--- config.mk ---
export PLATFORM = sky130hd
export DESIGN_NAME = nx_msg_encoder
export DESIGN_NICKNAME = d
export VERILOG_FILES = /design/src/rtl/nx_msg_encoder.sv
export SDC_FILE = /design/constraint.sdc
export NUM_CORES = 1
export LEC_CHECK = 0
export CORE_UTILIZATION = 47
export DETAILED_ROUTE_END_ITERATION = 8
export PLACE_DENSITY_LB_ADDON = 0.05
export SLEW_MARGIN = 30
export SYNTH_ARGS = -nofsm -noshare
export SYNTH_HDL_FRONTEND = slang
export SYNTH_SLANG_ARGS = --single-unit
--- constraint.sdc ---
create_clock -name clk_i -period 3.65 [get_ports clk_i]
set_input_delay 0.365 -clock clk_i [delete_from_list [all_inputs] [get_ports clk_i]]
set_output_delay 0.365 -clock clk_i [all_outputs]
set_load 0.1 [all_outputs]
--- src/rtl/nx_msg_encoder.sv ---
`default_nettype none
// ============================================================================
// Module   : nx_msg_encoder
// Purpose  : Packs instruction-load, I/O-map and signal-state requests into
//            node-protocol messages. Selects the outbound direction by XY
//            routing and buffers messages in a 2-entry valid/ready FIFO.
// Revision : 1.0 - initial release
// ============================================================================
module nx_msg_encoder #(
   parameter int STREAM_WIDTH   = 32,
   parameter int ADDR_ROW_WIDTH = 4,
   parameter int ADDR_COL_WIDTH = 4,
   parameter int COMMAND_WIDTH  = 2,
   parameter int INSTR_WIDTH    = 15,
   parameter int INPUTS         = 8,
   parameter int OUTPUTS        = 8,
   localparam int IO_W  = $clog2((INPUTS > OUTPUTS) ? INPUTS : OUTPUTS),
   localparam int IDX_W = $clog2(OUTPUTS)
) (
   input  logic                      clk_i,
   input  logic                      rst_i,
   input  logic [ADDR_ROW_WIDTH-1:0] node_row_i,
   input  logic [ADDR_COL_WIDTH-1:0] node_col_i,
   input  logic [ADDR_ROW_WIDTH-1:0] tgt_row_i,
   input  logic [ADDR_COL_WIDTH-1:0] tgt_col_i,
   input  logic                      instr_core_i,
   input  logic [INSTR_WIDTH-1:0]    instr_data_i,
   input  logic                      instr_valid_i,
   output logic                      instr_ready_o,
   input  logic [IO_W-1:0]           map_io_i,
   input  logic                      map_input_i,
   input  logic [ADDR_ROW_WIDTH-1:0] map_remote_row_i,
   input  logic [ADDR_COL_WIDTH-1:0] map_remote_col_i,
   input  logic [IDX_W-1:0]          map_remote_idx_i,
   input  logic                      map_slot_i,
   input  logic                      map_broadcast_i,
   input  logic                      map_seq_i,
   input  logic                      map_valid_i,
   output logic                      map_ready_o,
   input  logic [ADDR_ROW_WIDTH-1:0] signal_remote_row_i,
   input  logic [ADDR_COL_WIDTH-1:0] signal_remote_col_i,
   input  logic [IDX_W-1:0]          signal_remote_idx_i,
   input  logic                      signal_state_i,
   input  logic                      signal_valid_i,
   output logic                      signal_ready_o,
   output logic [STREAM_WIDTH-1:0]   msg_data_o,
   output logic [1:0]                msg_dir_o,
   output logic                      msg_valid_o,
   input  logic                      msg_ready_i,
   output logic                      self_drop_o,
   output logic                      idle_o
);

   localparam int c_PAYLOAD_W  = STREAM_WIDTH - ADDR_ROW_WIDTH - ADDR_COL_WIDTH - 1 - COMMAND_WIDTH;
   localparam int c_INSTR_PAD  = c_PAYLOAD_W - 1 - INSTR_WIDTH;
   localparam int c_MAP_PAD    = c_PAYLOAD_W - (IO_W + 1 + ADDR_ROW_WIDTH + ADDR_COL_WIDTH + IDX_W + 3);
   localparam int c_SIG_PAD    = c_PAYLOAD_W - (ADDR_ROW_WIDTH + ADDR_COL_WIDTH + IDX_W + 1);

   localparam logic [COMMAND_WIDTH-1:0] c_CMD_LOAD_INSTR = 2'd0;
   localparam logic [COMMAND_WIDTH-1:0] c_CMD_MAP_IO     = 2'd1;
   localparam logic [COMMAND_WIDTH-1:0] c_CMD_SIG_STATE  = 2'd2;

   localparam logic [1:0] c_DIR_N = 2'd0;
   localparam logic [1:0] c_DIR_E = 2'd1;
   localparam logic [1:0] c_DIR_S = 2'd2;
   localparam logic [1:0] c_DIR_W = 2'd3;

   // FIFO state
   logic [STREAM_WIDTH-1:0] r_mem_data [0:1];
   logic [1:0]              r_mem_dir  [0:1];
   logic                    r_wr_ptr;
   logic                    r_rd_ptr;
   logic [1:0]              r_count;
   logic                    r_self_drop;

   logic                     w_full;
   logic                     w_any_valid;
   logic                     w_accept;
   logic                     w_self;
   logic                     w_push;
   logic                     w_pop;
   logic [1:0]               w_dir;
   logic [COMMAND_WIDTH-1:0] w_cmd;
   logic [c_PAYLOAD_W-1:0]   w_payload;
   logic [STREAM_WIDTH-1:0]  w_msg;

   assign w_full      = (r_count == 2'd2);
   assign w_any_valid = signal_valid_i | map_valid_i | instr_valid_i;
   assign w_self      = (tgt_row_i == node_row_i) && (tgt_col_i == node_col_i);
   // Readies are forced low during reset so nothing is accepted that cycle.
   assign w_accept    = w_any_valid && !w_full && !rst_i;
   assign w_push      = w_accept && !w_self;
   assign w_pop       = (r_count != 2'd0) && msg_ready_i;

   assign signal_ready_o = !rst_i && !w_full;
   assign map_ready_o    = !rst_i && !w_full && !signal_valid_i;
   assign instr_ready_o  = !rst_i && !w_full && !signal_valid_i && !map_valid_i;

   // XY routing: resolve column first, then row.
   always_comb begin
      w_dir = c_DIR_N;
      if (tgt_col_i > node_col_i)      w_dir = c_DIR_E;
      else if (tgt_col_i < node_col_i) w_dir = c_DIR_W;
      else if (tgt_row_i > node_row_i) w_dir = c_DIR_S;
      else                             w_dir = c_DIR_N;
   end

   // Pack the highest-priority pending request (signal > map > instr).
   always_comb begin
      w_cmd     = c_CMD_LOAD_INSTR;
      w_payload = {instr_core_i, {c_INSTR_PAD{1'b0}}, instr_data_i};
      if (signal_valid_i) begin
         w_cmd     = c_CMD_SIG_STATE;
         w_payload = {signal_remote_row_i, signal_remote_col_i, signal_remote_idx_i,
                      signal_state_i, {c_SIG_PAD{1'b0}}};
      end else if (map_valid_i) begin
         w_cmd     = c_CMD_MAP_IO;
         w_payload = {map_io_i, map_input_i, map_remote_row_i, map_remote_col_i,
                      map_remote_idx_i, map_slot_i, map_broadcast_i, map_seq_i,
                      {c_MAP_PAD{1'b0}}};
      end
   end

   // Broadcast bit is always clear for messages produced here.
   assign w_msg = {tgt_row_i, tgt_col_i, 1'b0, w_cmd, w_payload};

   // Two-entry FIFO with 1-bit wrapping pointers and a 0..2 occupancy count.
   always_ff @(posedge clk_i) begin
      if (rst_i) begin
         r_wr_ptr <= 1'b0;
         r_rd_ptr <= 1'b0;
         r_count  <= 2'd0;
         for (int i = 0; i < 2; i++) begin
            r_mem_data[i] <= '0;
            r_mem_dir[i]  <= '0;
         end
      end else begin
         if (w_push) begin
            r_mem_data[r_wr_ptr] <= w_msg;
            r_mem_dir[r_wr_ptr]  <= w_dir;
            r_wr_ptr             <= ~r_wr_ptr;
         end
         if (w_pop) begin
            r_rd_ptr <= ~r_rd_ptr;
         end
         case ({w_push, w_pop})
            2'b10:   r_count <= r_count + 2'd1;
            2'b01:   r_count <= r_count - 2'd1;
            default: r_count <= r_count;
         endcase
      end
   end

   // One-cycle pulse for accepted requests addressed to this node.
   always_ff @(posedge clk_i) begin
      if (rst_i) begin
         r_self_drop <= 1'b0;
      end else begin
         r_self_drop <= w_accept && w_self;
      end
   end

   assign msg_valid_o = (r_count != 2'd0);
   assign msg_data_o  = r_mem_data[r_rd_ptr];
   assign msg_dir_o   = r_mem_dir[r_rd_ptr];
   assign self_drop_o = r_self_drop;
   assign idle_o      = (r_count == 2'd0);

endmodule
`default_nettype wire
After elaboration in Yosys (flattened, before gate mapping):

Memory sizes are Yosys's and may differ from the RTL's. A register that Yosys moved wholly into a read port is not among the register bits.
Cells that the tools add are included.

* input port bits: 68
* bits in writable memories: 66
* latch bits: 0
* memories: 2
* output and inout port bits: 40
* register bits after elaboration: 5
* bits in read-only memories: 0
* logic and storage cells: 62

Memory list
* r_mem_data: words 2, width 31, read ports 1, clocked after Yosys merged registers in 1, write ports 2, line 69 `logic [STREAM_WIDTH-1:0] r_mem_data [0:1];`
* r_mem_dir: words 2, width 2, read ports 1, clocked after Yosys merged registers in 1, write ports 2, line 70 `logic [1:0] r_mem_dir [0:1];`

* reductions and logical operators: 19
* $add $sub $neg: 2
* $mul: 0
* bitwise logic cells: 4
* order comparisons: 3
* eq/ne operators: 5
* muxes and demuxes: 23
* div/mod/pow operators: 0
* shifts and indexed selects: 0

Operator list (number)
* $mux 21: 2
* $mux 31: 1
* $reduce_or 31->1: 1
* $mux 1: 14
* $mux 2: 5
* $logic_and 1x1->1: 9
* $eq 4x4->1: 2
* $gt 4x4->1: 2
* $logic_not 1->1: 5
* $eq 2x2->1 const B: 2
* $lt 4x4->1: 1
* $pmux 2 s2: 1
* $reduce_bool 2->1: 2
* $add 2x1->2 const B: 1
* $eq 2x1->1 const B: 1
* $logic_not 2->1: 1
* $not 1->1: 2
* $or 1x1->1: 2
* $reduce_or 2->1: 1
* $sub 2x1->2 const B: 1

Logic depth before layout (Yosys ltp):

Gate-level depths: netlist of run 1.

* depth in word-level cells: 10
* gate-level depth with buffers: 9
* gate-level depth less buffers: 9

Worst setup path before layout of run 1:

No wires, ideal clock.

* path kind: input -> output
* start point: input port signal_valid_i
* end point: output port instr_ready_o
* data arrival time: 2847 ps
* path buffers: 2
* slack: 438 ps
* stages: 3
* required time: 3285 ps
* path through: clkbuf_1 clkbuf_1 nor3_1

* longest elaborated chain between the ends: 3

Ends and longest elaborated chain
* start, declared: line 44 `input logic signal_valid_i,`
* $logic_not 1->1: line 97 `assign instr_ready_o = !rst_i && !w_full && !signal_valid_i && !map_valid_i;`
* $logic_and 1x1->1 (2 in series): line 97
* end, declared: line 29 `output logic instr_ready_o,`

No other way between the ends.

Final worst setup path of run 1:

* start point: register r_count[1]
* end point: output port idle_o

* longest elaborated chain between the ends: 1

Ends and longest elaborated chain
* start, declared: line 73 `logic [1:0] r_count;`
* start signal, assigned: line 147 `2'b10: r_count <= r_count + 2'd1;`
* start signal, assigned: line 148 `2'b01: r_count <= r_count - 2'd1;`
* start signal, assigned: line 149 `default: r_count <= r_count;`
* $logic_not 2->1: line 167 `assign idle_o = (r_count == 2'd0);`
* end, declared: line 51 `output logic idle_o`

No other way between the ends.

==> tab_implementation.tex, run 1 <==
\begin{tabular}{lr}
\hline
Metric & Value \\
\hline
\multicolumn{2}{l}{\textbf{Min path}} \\
\quad Hold path depth & 2 \\
\quad Worst hold-check path type & flip-flop to flip-flop \\
\quad HP Start & r\_rd\_ptr\$\_SDFFE\_PP0P\_ \\
\multicolumn{2}{l}{\textbf{Critical path}} \\
\quad Reg2Reg Launch Point & r\_count[0]\$\_SDFFE\_PP0P\_ \\
\quad Register-to-register setup slack & 1.56 ns \\
\quad Arrival time of the worst setup path & 2.21 ns \\
\quad Largest incremental delay on the critical path & 1.12 ns \\
\quad Path type of the worst setup path & flip-flop to primary output \\
\quad Kind of start point of the critical path & flip-flop \\
\quad Crit path max fanout & 6 \\
\quad Total buffers and inverters traversed by the critical path & 2 \\
\quad Top delay family on crit path & buffers and inverters \\
\quad Sort of element at the end of the critical path & primary output \\
\quad Slowest stage cell, crit path & sky130\_fd\_sc\_hd\_\_clkdlybuf4s50\_1 \\
\quad Cell Chain, Critical Path & or2\_2, inv\_1, clkdlybuf4s50\_1 \\
\quad Req. time, crit path & 3.28 ns \\
\quad Worst reg2reg endpoint & r\_mem\_data[0][20]\$\_SDFFCE\_PN0P\_ \\
\quad Worst R2R Path Depth & 5 \\
\multicolumn{2}{l}{\textbf{Synth}} \\
\quad Avg Synthesized Cell Area & 12.2 sq um \\
\quad Sequential cell area fraction in the yosys report & 59.6\% \\
\quad Yosys cell types & 34 \\
\quad Post-Syn Area & 0.00353 sq mm \\
\quad Count of warnings emitted by yosys & 0 \\
\quad Synthesized instance count & 289 \\
\quad Number of register bits inferred by synthesis & 72 \\
\quad Synthesized Nets & 366 \\
\multicolumn{2}{l}{\textbf{Clocking}} \\
\quad CTS buffer count & 9 \\
\quad Buffer cell driving the clock tree root & sky130\_fd\_sc\_hd\_\_clkbuf\_8 \\
\quad Clock insertion delay at the later pin of the skew report & 0.34 ns \\
\quad Post-cts resize count & 0 \\
\quad Post-CTS Setup Repair Bufs & 0 \\
\quad Clock transition at the registers of the reported paths & 0.08 ns \\
\quad Hold buffer count at cts & 0 \\
\quad Clock tree from TritonCTS & yes \\
\quad Clock Path Buffers & 2 \\
\quad Number of clock sinks seen by CTS & 72 \\
\quad H-tree levels & 3 \\
\multicolumn{2}{l}{\textbf{Placed design}} \\
\quad Final weighted congestion in routability-driven placement & 0.768 \\
\quad Port-buffer cells & 106 \\
\quad Standard cell area after detailed placement & 0.00461 sq mm \\
\quad DP HPWL & 5220 um \\
\multicolumn{2}{l}{\textbf{Timing}} \\
\quad Max-Slew Margin vs Limit & 35.2\% \\
\quad Final Slew Violations & 0 \\
\quad Achievable frequency & 389 MHz \\
\quad Final critical path time including I/O delays and setup & 2.57 ns \\
\quad Post-Route Setup TNS & 0 ns \\
\quad Hold Slack & 0.525 ns \\
\quad Slew at the pin closest to its max-slew limit & 0.969 ns \\
\quad Setup repair after global routing missed its margin & no \\
\quad Number of failing hold endpoints at the final stage & 0 \\
\quad Skew final & 0.0102 ns \\
\quad Share of the clock period used by the worst path after layout & 70.5\% \\
\quad Count of final setup violators & 0 \\
\multicolumn{2}{l}{\textbf{Final layout}} \\
\quad \# nets final & 474 \\
\quad Area growth, synth to finish & 37.4\% \\
\quad Antenna cell count & 0 \\
\quad Proportion of layout cells with a drive suffix above 1 & 23.6\% \\
\quad Post-route design area & 0.00484 sq mm \\
\multicolumn{2}{l}{\textbf{Power and ir drop}} \\
\quad Power, Total & 3740 uW \\
\quad Leakage component of the power & 0.00195 uW \\
\quad Cell area power density & 772 mW/mm\^{}2 \\
\quad Maximum vdd drop & 0.000808 V \\
\multicolumn{2}{l}{\textbf{Drt}} \\
\quad Number of vias per cell after detailed routing & 5.02 \\
\quad Post-Route WL & 7450 um \\
\quad Wire length on met3 & 384 um \\
\quad Drt first-iter violations & 134 \\
\quad Via Count & 2515 \\
\quad M1 WL & 3270 um \\
\quad Routed wire per std cell & 14.9 um \\
\quad DR WL met2 & 3680 um \\
\quad Number of nets with antenna violations after routing & 0 \\
\quad Drc violations & 0 \\
\quad Number of optimization iterations in the first detailed-route pass & 4 \\
\quad Max Used Layer & met4 \\
\multicolumn{2}{l}{\textbf{Outcome}} \\
\quad Status & completed \\
\multicolumn{2}{l}{\textbf{Floorplanning}} \\
\quad IO Count & 108 \\
\quad Floorplan die height & 88.6 um \\
\quad Floorplan die area & 0.00785 sq mm \\
\quad Number of placement rows & 31 \\
\quad Area of the core & 0.00725 sq mm \\
\quad Starting Density & 48.6\% \\
\quad Horizontal die dimension & 88.6 um \\
\multicolumn{2}{l}{\textbf{Flow run}} \\
\quad Number of max-cap violations & 0 \\
\multicolumn{2}{l}{\textbf{GRT}} \\
\quad First-pass GRT wire length & 11500 um \\
\quad Number of global-route vias before repair & 2429 \\
\quad Maximum number of pins on one net before global-route repair & 39 \\
\quad Initial antenna violation count & 0 \\
\quad Total GRT Usage & 20.3\% \\
\quad Total congestion overflow after global routing & 0 \\
\hline
\end{tabular}
tightest hold or removal path, stage by stage (launching register included):
cell	delay, ns
sky130_fd_sc_hd__dfxtp_1	0.33
sky130_fd_sc_hd__xnor2_1	0.09
sky130_fd_sc_hd__nor2_1	0.08
routing by layer:
| metal | vias up | global-route usage [%] |
|---|---|---|
| li1 | 1250 | - |
| met1 | 1184 | 26.7 |
| met2 | 70 | 32.7 |
| met3 | 11 | 5.13 |
| met4 | 0 | 7.18 |
| met5 | - | 0 |
power by group:
| part | switching (uW) | internal (uW) |
|---|---|---|
| Combinational | 1420 | 483 |
| Clock | 288 | 452 |
| Sequential | 41.9 | 1050 |
stage by stage:
stage	instances	setup WS, ns	util (%)
2_1_floorplan	289	0.438	-
3_3_place_gp	485	0.905	63.6
3_5_place_dp	485	0.865	63.6
4_1_cts	501	1.06	66.8
5_1_grt	501	1.01	66.8
6_report	501	1.08	66.8
layout make-up:
class	count	area (sq um)
clock buffers	10	128
clock inverters	6	106
fillers	586	2410
inverters	12	45.0
multi-input cells	188	1290
flip-flops and latches	72	2100
well taps	99	124
repair buffers	114	1040
cells in the mapped netlist, drive strengths merged:
library cell | number | area, sq um
buf | 6 | 47.5
ha | 9 | 113
o21ai | 3 | 15.0
dfxtp | 6 | 120
nor2b | 3 | 18.8
or2 | 1 | 6.26
nand2 | 6 | 22.5
nand2b | 4 | 25.0
o211ai | 1 | 7.51
mux2 | 33 | 372
a22oi | 5 | 37.5
xor2 | 1 | 8.76
conb | 1 | 3.75
xnor2 | 2 | 17.5
nor2 | 51 | 191
edfxtp | 66 | 1980
or3 | 2 | 12.5
and4 | 1 | 8.76
and3 | 1 | 6.26
a211o | 2 | 17.5
mux2i | 13 | 130
nand3 | 1 | 5.00
and2 | 15 | 93.8
nand4 | 1 | 6.26
a21oi | 14 | 73.8
nor3 | 15 | 75.1
clkbuf | 11 | 41.3
inv | 12 | 45.0
a211oi | 2 | 15.0
a21o | 1 | 7.51
how the worst max path moves through the flow:
stage,end,from,cells past startpoint
after floorplan,instr_ready_o,signal_valid_i,3
after global placement,r_mem_data[0][26]$_SDFFCE_PN0P_,node_row_i[3],8
after detailed placement,r_mem_data[0][15]$_SDFFCE_PN0P_,node_row_i[3],8
after CTS,idle_o,r_count[1]$_SDFFE_PP0P_,3
after global routing,idle_o,r_count[1]$_SDFFE_PP0P_,3
final,idle_o,r_count[1]$_SDFFE_PP0P_,3
layout by cell type, fill, tap and decap left out, drive strengths merged:
cell type      netlist  routed
clkdlybuf4s50        0      70
edfxtp              66      66
nor2                51      51
buf                  6      44
mux2                33      33
and2                15      15
nor3                15      15
a21oi               14      14
mux2i               13      13
inv                 12      13
clkbuf              11      10
ha                   9       9
nand2                6       6
dfxtp                6       6
a22oi                5       5
nand2b               4       4
nor2b                3       3
o21ai                3       3
bufinv               0       3
a211oi               2       2
a211o                2       2
or3                  2       2
xnor2                2       2
clkinv               0       2
or2                  1       1
nand4                1       1
and4                 1       1
nand3                1       1
a21o                 1       1
xor2                 1       1
and3                 1       1
o211ai               1       1
conb                 1       1
logic make-up (layout without fill, tap and decap cells):
family / count (synthesis) / after routing / synth area share (%)
simple gates: 101 / 101 / 13.4
mux: 46 / 46 / 14.2
flops: 72 / 72 / 59.6
xor+xnor: 3 / 3 / 0.745
buf+inv: 29 / 142 / 3.80
compound gates: 28 / 28 / 4.93
fa+ha+maj: 9 / 9 / 3.19
other cells: 1 / 1 / 0.106
flip-flops by register name, summed over array words and instances (netlist names), named ones only:
register / cells
r_mem_data: 62
r_mem_dir: 4
r_count: 2
r_rd_ptr: 1
r_wr_ptr: 1
self_drop_o: 1
Power figures use the tool's default switching activity.
==> run 2: changes to the inputs <==
--- a/config.mk
+++ b/config.mk
@@ -5,7 +5,7 @@
 export SDC_FILE = /design/constraint.sdc
 export NUM_CORES = 1
 export LEC_CHECK = 0
-export CORE_UTILIZATION = 47
+export CORE_UTILIZATION = 42
 export DETAILED_ROUTE_END_ITERATION = 8
 export PLACE_DENSITY_LB_ADDON = 0.05
 export SLEW_MARGIN = 30
==> constraint.sdc (replaced) <==
create_clock -name clk_i -period 2.3 [get_ports clk_i]
set_input_delay 0.23 -clock clk_i [delete_from_list [all_inputs] [get_ports clk_i]]
set_output_delay 0.23 -clock clk_i [all_outputs]
set_load 0.1 [all_outputs]
==> run 2 against run 1 <==
- worst hold slack better by 0.00069 ns
- global-route usage down 1.8 points
- combinational power up 95%
- critical path depth up 6
- die area up 12%
- highest routed layer unchanged
- largest cell class unchanged
- via count up 3.0%
- flip-flop and latch count unchanged
- register-to-register slack worse by 1.1 ns
- sequential share of layout area down 4.3 points
- cell count up 3.2%
==> tab_implementation.tex, run 2 (same netlist as run 1, synthesis figures left out) <==
\begin{tabular}{lr}
\hline
Metric & Value \\
\hline
\multicolumn{2}{l}{\textbf{Outcome}} \\
\quad Status & completed \\
\multicolumn{2}{l}{\textbf{GRT}} \\
\quad Maximum number of pins on one net before global-route repair & 39 \\
\quad Total GRT Usage & 18.5\% \\
\quad Total congestion overflow after global routing & 0 \\
\quad First-pass GRT wire length & 12200 um \\
\quad Initial antenna violation count & 0 \\
\quad Number of global-route vias before repair & 2550 \\
\multicolumn{2}{l}{\textbf{Timing}} \\
\quad Number of failing hold endpoints at the final stage & 0 \\
\quad Count of final setup violators & 0 \\
\quad Skew final & 0.00555 ns \\
\quad Setup repair after global routing missed its margin & no \\
\quad Final worst-path setup slack & 0.254 ns \\
\quad Max-Slew Margin vs Limit & 59.1\% \\
\quad Slew at the pin closest to its max-slew limit & 0.608 ns \\
\quad Achievable frequency & 489 MHz \\
\quad Final Slew Violations & 0 \\
\quad Share of the clock period used by the worst path after layout & 88.9\% \\
\quad Final critical path time including I/O delays and setup & 2.05 ns \\
\multicolumn{2}{l}{\textbf{Min path}} \\
\quad Worst hold-check path type & flip-flop to flip-flop \\
\quad Hold path depth & 2 \\
\quad HP Start & r\_rd\_ptr\$\_SDFFE\_PP0P\_ \\
\multicolumn{2}{l}{\textbf{Floorplanning}} \\
\quad Floorplan die height & 93.6 um \\
\quad Area of the core & 0.00818 sq mm \\
\quad Floorplan die area & 0.00877 sq mm \\
\quad Number of placement rows & 33 \\
\quad Horizontal die dimension & 93.6 um \\
\quad Starting Density & 43.1\% \\
\quad IO Count & 108 \\
\multicolumn{2}{l}{\textbf{Clocking}} \\
\quad Post-CTS Setup Repair Bufs & 0 \\
\quad Clock Path Buffers & 2 \\
\quad Clock insertion delay at the later pin of the skew report & 0.34 ns \\
\quad H-tree levels & 3 \\
\quad Clock tree from TritonCTS & yes \\
\quad Buffer cell driving the clock tree root & sky130\_fd\_sc\_hd\_\_clkbuf\_8 \\
\quad Post-cts resize count & 0 \\
\quad Clock transition at the registers of the reported paths & 0.08 ns \\
\quad Hold buffer count at cts & 0 \\
\quad Number of clock sinks seen by CTS & 72 \\
\quad CTS buffer count & 9 \\
\multicolumn{2}{l}{\textbf{Critical path}} \\
\quad Path type of the worst setup path & input port to flip-flop \\
\quad Req. time, crit path & 2.57 ns \\
\quad Worst reg2reg endpoint & r\_count[1]\$\_SDFFE\_PP0P\_ \\
\quad Worst R2R Path Depth & 6 \\
\quad Kind of start point of the critical path & input port \\
\quad Slowest stage cell, crit path & sky130\_fd\_sc\_hd\_\_clkdlybuf4s50\_1 \\
\quad Register-to-register setup slack & 0.46 ns \\
\quad Largest incremental delay on the critical path & 0.45 ns \\
\quad Cell Chain, Critical Path & clkdlybuf4s50\_1, inv\_1, ha\_1, nand4\_1, nand2b\_1, nand2\_1, ha\_1, or3\_1, a21oi\_1 \\
\quad Arrival time of the worst setup path & 2.32 ns \\
\quad Most frequent CP cell & sky130\_fd\_sc\_hd\_\_ha\_1 \\
\quad Crit path max fanout & 4 \\
\quad Sort of element at the end of the critical path & flip-flop \\
\quad Reg2Reg Launch Point & r\_count[0]\$\_SDFFE\_PP0P\_ \\
\multicolumn{2}{l}{\textbf{Drt}} \\
\quad Drt first-iter violations & 98 \\
\quad Number of nets with antenna violations after routing & 0 \\
\quad Post-Route WL & 7640 um \\
\quad Drc violations & 0 \\
\quad Via Count & 2591 \\
\quad Number of optimization iterations in the first detailed-route pass & 4 \\
\quad Number of vias per cell after detailed routing & 5.01 \\
\quad Routed wire per std cell & 14.8 um \\
\multicolumn{2}{l}{\textbf{Final layout}} \\
\quad Number of filler instances in the final layout & 636 \\
\quad Commonest cells after routing, fill and taps aside & sky130\_fd\_sc\_hd\_\_clkdlybuf4s50\_1 (67), sky130\_fd\_sc\_hd\_\_edfxtp\_1 (66), sky130\_fd\_sc\_hd\_\_nor2\_1 (51) \\
\quad Proportion of layout cells with a drive suffix above 1 & 27.4\% \\
\quad Registers with the highest flip-flop counts & r\_mem\_data: 62 flops, r\_mem\_dir: 4 flops, r\_count: 2 flops \\
\quad Area growth, synth to finish & 52.7\% \\
\quad Top reg by flops & r\_mem\_data \\
\quad \# nets final & 484 \\
\quad Core occupancy in the finished layout & 65.9\% \\
\quad Post-route design area & 0.00539 sq mm \\
\quad Number of flip-flops under the largest register name & 62 \\
\quad Commonest non-fill, non-tap cell in the layout & sky130\_fd\_sc\_hd\_\_clkdlybuf4s50\_1 \\
\quad Antenna cell count & 0 \\
\multicolumn{2}{l}{\textbf{Power and ir drop}} \\
\quad Switching power summed over all nets & 2920 uW \\
\quad Maximum vdd drop & 0.000848 V \\
\quad Sequential cell fraction of total power & 26.9\% \\
\quad Internal power & 3620 uW \\
\quad Clock share of power & 16.6\% \\
\quad Sw frac & 44.7\% \\
\quad Share of power burned in combinational logic & 56.5\% \\
\quad Leakage component of the power & 0.00214 uW \\
\quad Cell area power density & 1220 mW/mm\^{}2 \\
\multicolumn{2}{l}{\textbf{Placed design}} \\
\quad Pre-CTS setup slack & -0.122 ns \\
\quad DP HPWL & 5290 um \\
\quad Final weighted congestion in routability-driven placement & 0.780 \\
\quad Standard cell area after detailed placement & 0.00517 sq mm \\
\quad Port-buffer cells & 106 \\
\multicolumn{2}{l}{\textbf{Flow run}} \\
\quad Number of max-cap violations & 0 \\
\hline
\end{tabular}
==> run 2: cell count changes in the layout (fill, tap and decap cells not counted), sizes merged <==
cell,change
buf,+13
clkdlybuf4s50,-3
bufinv,-1
clkbuf,-1
clkinv,+1
clkinvlp,+1
==> run 2: power groups by stage <==
stage	Sequential (uW)	Combinational (uW)	Clock, uW
floorplan	1740	2410	0
global placement	1780	3710	0
detailed placement	1790	3720	0
CTS	1760	3730	1110
global route	1790	3820	1150
finish	1760	3700	1090
==> run 2: per-layer routing <==
metal	routed length, um	vias to the layer above	track usage, %	share of wire [%]
met1	3510	1239	23.5	46
li1	-	1267	-	-
met5	0	-	0	0
met3	379	11	3.01	5.0
met4	116	0	8.08	1.5
met2	3640	74	30.9	48
==> run 2: per-stage QoR <==
step / instances / setup TNS, ns / hold WS, ns / power [uW]
2_1_floorplan: 289 / 0 / 0.428 / 4160
3_3_place_gp: 501 / -1.65 / 0.499 / 5490
3_5_place_dp: 501 / -4.01 / 0.505 / 5510
4_1_cts: 517 / 0 / 0.524 / 6600
5_1_grt: 517 / 0 / 0.565 / 6760
6_report: 517 / 0 / 0.526 / 6540
==> run 2: critical path: cells and delay by family <==
kind / cells / cell delay [ns]
AO/OA/AOI/OAI: 1 / 0.15
adder cells (fa/ha/maj): 2 / 0.65
buffers and inverters: 2 / 0.49
AND/OR/NAND/NOR: 4 / 0.80
==> run 2: area by class of cell <==
cell class / count / area [sq um] / share of cell area, %
Sequential cell: 72 / 2100 / 39.1
Timing Repair Buffer: 124 / 1590 / 29.5
Multi-Input combinational cell: 188 / 1300 / 24.1
Tap cell: 105 / 131 / 2.44
Clock buffer: 9 / 124 / 2.30
Clock inverter: 7 / 95.1 / 1.77
Inverter: 12 / 45.0 / 0.836
==> run 2: how the worst max path moves through the flow <==
stage,from,end,cells past startpoint
after detailed placement,node_col_i[3],r_count[1]$_SDFFE_PP0P_,9
after CTS,node_col_i[3],r_count[1]$_SDFFE_PP0P_,9
after floorplan,node_row_i[3],r_mem_data[0][0]$_SDFFCE_PN0P_,7
final,node_col_i[3],r_count[1]$_SDFFE_PP0P_,9
after global placement,node_col_i[3],r_count[1]$_SDFFE_PP0P_,9
after global routing,node_row_i[3],r_mem_data[0][30]$_SDFFCE_PN0P_,8
==> run 3: changes to the inputs <==
--- a/config.mk
+++ b/config.mk
@@ -5,6 +5,7 @@
 export SDC_FILE = /design/constraint.sdc
 export NUM_CORES = 1
 export LEC_CHECK = 0
+export CAP_MARGIN = 5
 export CORE_UTILIZATION = 42
 export DETAILED_ROUTE_END_ITERATION = 8
 export PLACE_DENSITY_LB_ADDON = 0.05
==> results of run 3 <==
No change in the layout: final DEF, timing and power equal those of run 2.
